<file path="src/rtl/reg_initiator.sv">
// Single-outstanding register-bus master: command in, one req pulse, ack or timeout, response out.
// Latency: accept -> req next cycle -> rsp_valid 2+wait cycles later; stalls indefinitely on rsp_ready.
module reg_initiator #(
  parameter int ADDR_SIZE_P = 4,
  parameter int TIMEOUT_P   = 8,
  parameter int CNT_W_P     = 16
) (
  input  logic                   clk,
  input  logic                   reset,
  input  logic                   cmd_valid,
  output logic                   cmd_ready,
  input  logic                   cmd_rd_wr,
  input  logic [ADDR_SIZE_P-1:0] cmd_addr,
  input  logic [31:0]            cmd_wdata,
  output logic                   rsp_valid,
  input  logic                   rsp_ready,
  output logic                   rsp_rd_wr,
  output logic [31:0]            rsp_rdata,
  output logic                   rsp_err,
  output logic                   req,
  output logic                   rd_wr,
  output logic [ADDR_SIZE_P-1:0] addr,
  output logic [31:0]            write_val,
  input  logic [31:0]            read_val,
  input  logic                   ack,
  output logic [CNT_W_P-1:0]     txn_cnt,
  output logic [CNT_W_P-1:0]     timeout_cnt,
  output logic                   spurious_ack
);

  typedef enum logic [1:0] {IDLE, REQ, WAIT, RSP} state_t;

  state_t                 state, state_nxt;
  logic [7:0]             wait_cnt;
  logic                   lat_rd_wr;
  logic [ADDR_SIZE_P-1:0] lat_addr;
  logic [31:0]            lat_wdata;
  logic [31:0]            rdata_q;
  logic                   err_q;
  logic                   timed_out;

  assign timed_out = (wait_cnt == 8'(TIMEOUT_P));

  always_comb begin
    state_nxt = state;
    cmd_ready = 1'b0;
    rsp_valid = 1'b0;
    rsp_rd_wr = 1'b0;
    rsp_rdata = '0;
    rsp_err   = 1'b0;
    req       = 1'b0;
    rd_wr     = 1'b0;
    addr      = '0;
    write_val = '0;
    case (state)
      IDLE: begin
        // Gated with reset so the port reads 0 for the whole reset period.
        cmd_ready = !reset;
        if (cmd_valid && !reset) state_nxt = REQ;
      end
      REQ: begin
        req       = 1'b1;
        rd_wr     = lat_rd_wr;
        addr      = lat_addr;
        write_val = lat_wdata;
        state_nxt = WAIT;
      end
      WAIT: begin
        rd_wr     = lat_rd_wr;
        addr      = lat_addr;
        write_val = lat_wdata;
        if (ack || timed_out) state_nxt = RSP;
      end
      RSP: begin
        rsp_valid = 1'b1;
        rsp_rd_wr = lat_rd_wr;
        rsp_rdata = rdata_q;
        rsp_err   = err_q;
        if (rsp_ready) state_nxt = IDLE;
      end
      default: state_nxt = IDLE;
    endcase
  end

  always_ff @(posedge clk) begin
    if (reset) begin
      state     <= IDLE;
      wait_cnt  <= '0;
      lat_rd_wr <= 1'b0;
      lat_addr  <= '0;
      lat_wdata <= '0;
      rdata_q   <= '0;
      err_q     <= 1'b0;
    end else begin
      state <= state_nxt;
      case (state)
        IDLE: begin
          if (cmd_valid) begin
            lat_rd_wr <= cmd_rd_wr;
            lat_addr  <= cmd_addr;
            lat_wdata <= cmd_rd_wr ? 32'd0 : cmd_wdata;
          end
        end
        REQ: wait_cnt <= 8'd1;
        WAIT: begin
          // An ack on the final wait cycle still completes normally.
          if (ack) begin
            rdata_q <= lat_rd_wr ? read_val : 32'd0;
            err_q   <= 1'b0;
          end else if (timed_out) begin
            rdata_q <= '0;
            err_q   <= 1'b1;
          end else begin
            wait_cnt <= wait_cnt + 8'd1;
          end
        end
        default: ;
      endcase
    end
  end

  always_ff @(posedge clk) begin
    if (reset) begin
      txn_cnt      <= '0;
      timeout_cnt  <= '0;
      spurious_ack <= 1'b0;
    end else begin
      if (state == RSP && rsp_ready) begin
        if (txn_cnt != '1) txn_cnt <= txn_cnt + CNT_W_P'(1);
        if (err_q && timeout_cnt != '1) timeout_cnt <= timeout_cnt + CNT_W_P'(1);
      end
      if (ack && state != WAIT) spurious_ack <= 1'b1;
    end
  end

endmodule
</file>
<file path="config.mk">
export PLATFORM = sky130hd
export DESIGN_NAME = reg_initiator
export DESIGN_NICKNAME = d
export VERILOG_FILES = /design/src/rtl/reg_initiator.sv
export SDC_FILE = /design/constraint.sdc
export NUM_CORES = 1
export LEC_CHECK = 0
export ABC_AREA = 0
export CELL_PAD_IN_SITES_DETAIL_PLACEMENT = 1
export CELL_PAD_IN_SITES_GLOBAL_PLACEMENT = 1
export CORE_MARGIN = 2
export CORE_UTILIZATION = 33
export DETAILED_ROUTE_END_ITERATION = 7
export PLACE_DENSITY_LB_ADDON = 0.1
export SLEW_MARGIN = 0
export SYNTH_ARGS = -nofsm -noshare
export SYNTH_HDL_FRONTEND = slang
export SYNTH_SLANG_ARGS = --single-unit
export TNS_END_PERCENT = 100
</file>
<file path="constraint.sdc">
create_clock -name clk -period 1.9 [get_ports clk]
set_input_delay 0.19 -clock clk [delete_from_list [all_inputs] [get_ports clk]]
set_output_delay 0.19 -clock clk [all_outputs]
set_load 0.03 [all_outputs]
</file>
# ---- Word-level counts from Yosys, hierarchy flattened
# Cells that the tools add are included.
# Widths: inputs -> output; s select.
dict set report classes {
  n_reduce_logical 16
  addsub 3
  eq_ne 12
  n_mux 22
}
# op n
set op_table {}
lappend op_table {{$mux 32} 6}
lappend op_table {{$add 16x1->16 const B} 2}
lappend op_table {{$ne 16x16->1 const B} 2}
lappend op_table {{$mux 8} 2}
lappend op_table {{$pmux 8 s2} 1}
lappend op_table {{$ne 2x2->1 const B} 6}
lappend op_table {{$add 8x1->8 const B} 1}
lappend op_table {{$eq 8x4->1 const B} 1}
lappend op_table {{$mux 1} 8}
lappend op_table {{$pmux 2 s4} 1}
lappend op_table {{$reduce_and 2->1} 4}
lappend op_table {{$mux 2} 3}
lappend op_table {{$reduce_and 3->1} 2}
lappend op_table {{$eq 2x2->1 const B} 2}
lappend op_table {{$logic_and 1x1->1} 4}
lappend op_table {{$mux 4} 1}
lappend op_table {{$reduce_bool 2->1} 2}
lappend op_table {{$eq 2x1->1 const B} 1}
lappend op_table {{$logic_not 2->1} 1}
lappend op_table {{$reduce_or 2->1} 1}
lappend op_table {{$logic_not 1->1} 1}
lappend op_table {{$logic_or 1x1->1} 1}
dict set report totals {
  elab_cells 63
  out_inout_bits 107
  reg_bits 113
  input_bits 74
}

# ---- Logic depth before layout (Yosys ltp)
dict set report depth {
  depth_word 4
  depth_mapped 7
  depth_no_buf 6
}

# ---- Worst setup path after synthesis
# No wires, ideal clock.
dict set report synth_timing {
  path_type {register to register}
  from {register state[0]}
  to {register timeout_cnt[0]}
  t_required_ns 1.779
  setup_slack_ns -0.143
  synth_period_minus_slack_ns 2.043
  t_arrival_ns 1.922
  path_stages_with_launch 7
  n_path_buf 1
  setup_time_ns 0.121
  cell_sequence {dfxtp_1 -> ha_1 -> clkbuf_2 -> and2_1 -> nand2_1 -> a31oi_2 -> mux2_4}
}
dict set report synth_via {
  elab_chain_len 3
}
# item line_no
set synth_lines {}
lappend synth_lines {{from (decl)} 33} ;# state_t state, state_nxt;
lappend synth_lines {{from (signal assigned)} 95} ;# state <= state_nxt;
lappend synth_lines {{$eq 2x2->1} 128} ;# if (state == RSP && rsp_ready) begin
lappend synth_lines {{$logic_and 1x1->1} 128}
lappend synth_lines {{$reduce_and 2->1 (no source line)} --}
lappend synth_lines {{to (signal assigned)} 130} ;# if (err_q && timeout_cnt != '1) timeout_cnt <= timeout_cnt + CNT_W_P'(1);
lappend synth_lines {{to (decl)} 27} ;# output logic [CNT_W_P-1:0] timeout_cnt,
# No other way between the ends.
# A chain may end at the register's enable or synchronous reset.

# ---- Worst setup path after layout
dict set report layout_timing {
  from {register state[0]}
  to {register txn_cnt[14]}
}
dict set report layout_via {
  elab_chain_len 3
}
# item line_no
set layout_lines {}
lappend layout_lines {{$eq 2x2->1} 128}
lappend layout_lines {{$logic_and 1x1->1} 128}
lappend layout_lines {{$reduce_and 2->1 (no source line)} --}
lappend layout_lines {{to (signal assigned)} 129} ;# if (txn_cnt != '1) txn_cnt <= txn_cnt + CNT_W_P'(1);
lappend layout_lines {{to (decl)} 26} ;# output logic [CNT_W_P-1:0] txn_cnt,
# No other way between the ends.

==> metrics.md <==
| Metric | Value |
|---|---|
| H-tree depth | 4 |
| Clk_skew | 0.008711 ns |
| Site Rows | 46 |
| Async SR Flop Fraction | 0 |
| Number of synthesized flops with an enable pin | 0 |
| Full die area | 17,460 um2 |
| Critical path class | reg -> reg |
| Gpl congestion | 0.8199 |
| Layout area overhead | 57.88% |
| Ys flop type | dfxtp_1 |
| Seq/Total Area, Yosys | 0.4176 |
| Leakage | 3.322 nW |
| Worst Path Arrival | 2.24 ns |
| Starting DRT DRC Count | 196 |
| Slew headroom | 0.6792 |
| Antenna violations before repair | 0 |
| Io pins | 181 |
| Largest net degree at the start of global routing | 38 |
| Vias | 5,701 |
| Share of post-route cells with drive strength above 1 | 0.2382 |
| Most common cell after layout, fill and taps aside | dfxtp_1 |
| Max Root-Sink Buffers | 2 |
| Mapped Avg Cell Area | 8.135 um2 |
| # clock sinks | 113 |
| Distinct cells, synth | 48 |
| Die Wd | 132.1 um |
| Most frequent cells in the layout | dfxtp_1, clkdlybuf4s50_1, buf_4 |
| Gr ovfl total | 0 |
| Clock root buffer master | clkbuf_16 |
| Synth top area cells | dfxtp_1, and2_1, a21oi_1 |
| Number of global-route vias before repair | 6,124 |
| Status | complete, but fails checks |
| Failing checks | setup timing |
| MaxCap Viol Count | 0 |
| Period utilization | 1.001 |
| Later-pin clock latency in the skew report | 0.41 ns |
| Total Power | 8.673 mW |
| Pwr Density | 1014 nW/um2 |
| Detail Route Antenna Nets | 0 |
| Tot GR Track Use | 0.2135 |
| # hold bufs at CTS | 0 |
| Number of I/O port buffers | 180 |
| WL/cell | 16.89 um |
| Fin. Hold Viols | 0 |
| YS warnings | 0 |
| Min-delay worst type | in -> reg |
| Mapped cell area | 5418 um2 |
| Worst setup SP type | flip-flop |
| Fillers | 1,863 |
| CTS tree | done |
| ANT cells | 0 |
| CP endpoint kind | flip-flop |
| Crit path max fanout | 4 |
| Final WS setup | -0.002774 ns |
| Worst-path clk slew | 0.06 ns |
| Syn_nets | 749 |
| Vias/cell | 5.155 |
| Hpwl dp | 12.75 mm |
| WP data required | 2.24 ns |
| RSZ-0062 raised after global routing | true |
| F_max | 525.5 MHz |
| Detailed Routing Iterations Pass 1 | 4 |
| Post-place instance area | 7601 um2 |
| Peak supply drop | 0.0006583 V |
| Synth top area share | 0.4176 |
| Number of CTS-inserted buffers | 17 |
| Remaining routing DRC violations | 0 |
| First-pass GRT wire length | 30.38 mm |
| DIE HEIGHT | 132.1 um |
| Fin. max-slew vios | 0 |
| Design area | 8553 um2 |
| Minimum clock period | 1.903 ns |
| Core box area | 15,940 um2 |
| Finish-stage setup viols | 1 |
| Initial core utilization | 0.3398 |
| Post-synth top area cell | dfxtp_1 |
| Worst-margin pin slew | 0.4807 ns |
| #FFs+latches synth | 113 |
| Synthesized instance count | 666 |
| Post-Route WL | 18.68 mm |
| Nets | 960 |
## cell usage after synthesis (2+ instances only)
library cell,instances
nor4_1,7
buf_1,10
o31ai_1,4
and4_1,3
a211oi_1,4
nand3_1,12
nor2_1,21
o211ai_1,2
a31oi_1,3
nand2_1,97
mux2_2,10
nand4_1,10
nand2b_1,3
nor2b_1,11
a311oi_1,2
a21oi_1,89
and3_1,6
inv_1,13
nand3b_1,33
ha_1,9
dfxtp_1,113
clkbuf_1,32
mux2i_1,4
or4_1,5
or3_1,7
and2_1,74
o21ai_0,44
nor4_4,2
o2111ai_1,4
nor3_1,7
nor4b_1,3
o41ai_1,3
o311ai_0,4
## area by class of cell
| cell class | instances | area (um2) | share of cell area |
|---|---|---|---|
| multi-input combinational | 496 | 3093 | 0.3616 |
| clock inverter | 11 | 160.2 | 0.01872 |
| tap | 216 | 270.3 | 0.03160 |
| timing repair buffer | 236 | 2251 | 0.2632 |
| inverter | 13 | 53.80 | 0.006290 |
| sequential | 113 | 2265 | 0.2648 |
| clock buffer | 21 | 460.4 | 0.05383 |
## worst max-delay path, stage by stage, from the launching register on
cell,delay [ns]
dfxtp_2,0.34
ha_2,0.23
buf_4,0.13
and2_1,0.19
buf_4,0.15
o2111ai_1,0.14
or4_1,0.51
a21oi_1,0.15
## where the power goes
| part | internal, mW | switching [mW] | total (mW) |
|---|---|---|---|
| logic | 1.28 | 1.42 | 2.70 |
| registers | 2.52 | 0.0755 | 2.59 |
| clock network | 2.25 | 1.13 | 3.38 |
## registers in the layout, summed over array words and instances, names as in the netlist
register / count
rdata_q: 32
txn_cnt: 16
wait_cnt: 8
lat_addr: 4
timeout_cnt: 16
lat_wdata: 32
state: 2
lat_rd_wr: 1
spurious_ack: 1
err_q: 1
## worst paths after layout
check                                   from             end  slack (ns)  cells after the start
worst max-delay path                state[0]     txn_cnt[14]      -0.003                      7
worst min-delay path                   reset  timeout_cnt[6]        0.16                      2
worst max register to register      state[0]     txn_cnt[14]      -0.003                      7
worst min register to register  lat_wdata[7]    lat_wdata[7]        0.45                      2
## through the flow
step                      cells  setup TNS, ns  setup slack (ns)  hold WS (ns)  utilization
final                      1106      -0.002774         -0.002774        0.1632       0.5365
after global routing       1106        -0.8561          -0.04998        0.1686       0.5365
after CTS                  1105       -0.01541         -0.004397        0.1419       0.5298
after detailed placement   1068        -0.9568           -0.1574        0.4440       0.4768
after global placement     1068        -0.5077          -0.09632        0.4329       0.4768
after floorplan             666       -0.03255          -0.01016        0.2905            -
## cells by family after synthesis
logic type,share of synthesized area
compound gates,0.1711
mux,0.03095
buf+inv,0.03995
flops,0.4176
xor+xnor,0.001617
simple gates,0.3180
fa+ha+maj,0.02079
## repair_timing
action / in CTS / in global routing
cloned: 2 / 0
pin swaps: 4 / 1
gates resized for setup: 44 / 19
setup endpoints to repair: 44 / 40
buffers inserted: 3 / 1
## routing by layer
| layer | track usage | vias up | share of wire |
|---|---|---|---|
| li1 | - | 2760 | - |
| met1 | 0.2378 | 2777 | 0.41 |
| met2 | 0.3805 | 145 | 0.52 |
| met3 | 0.07459 | 19 | 0.066 |
| met4 | 0.06824 | 0 | 0.013 |
| met5 | 0 | - | 0 |
No activity file was read; power rests on OpenSTA's default activity.
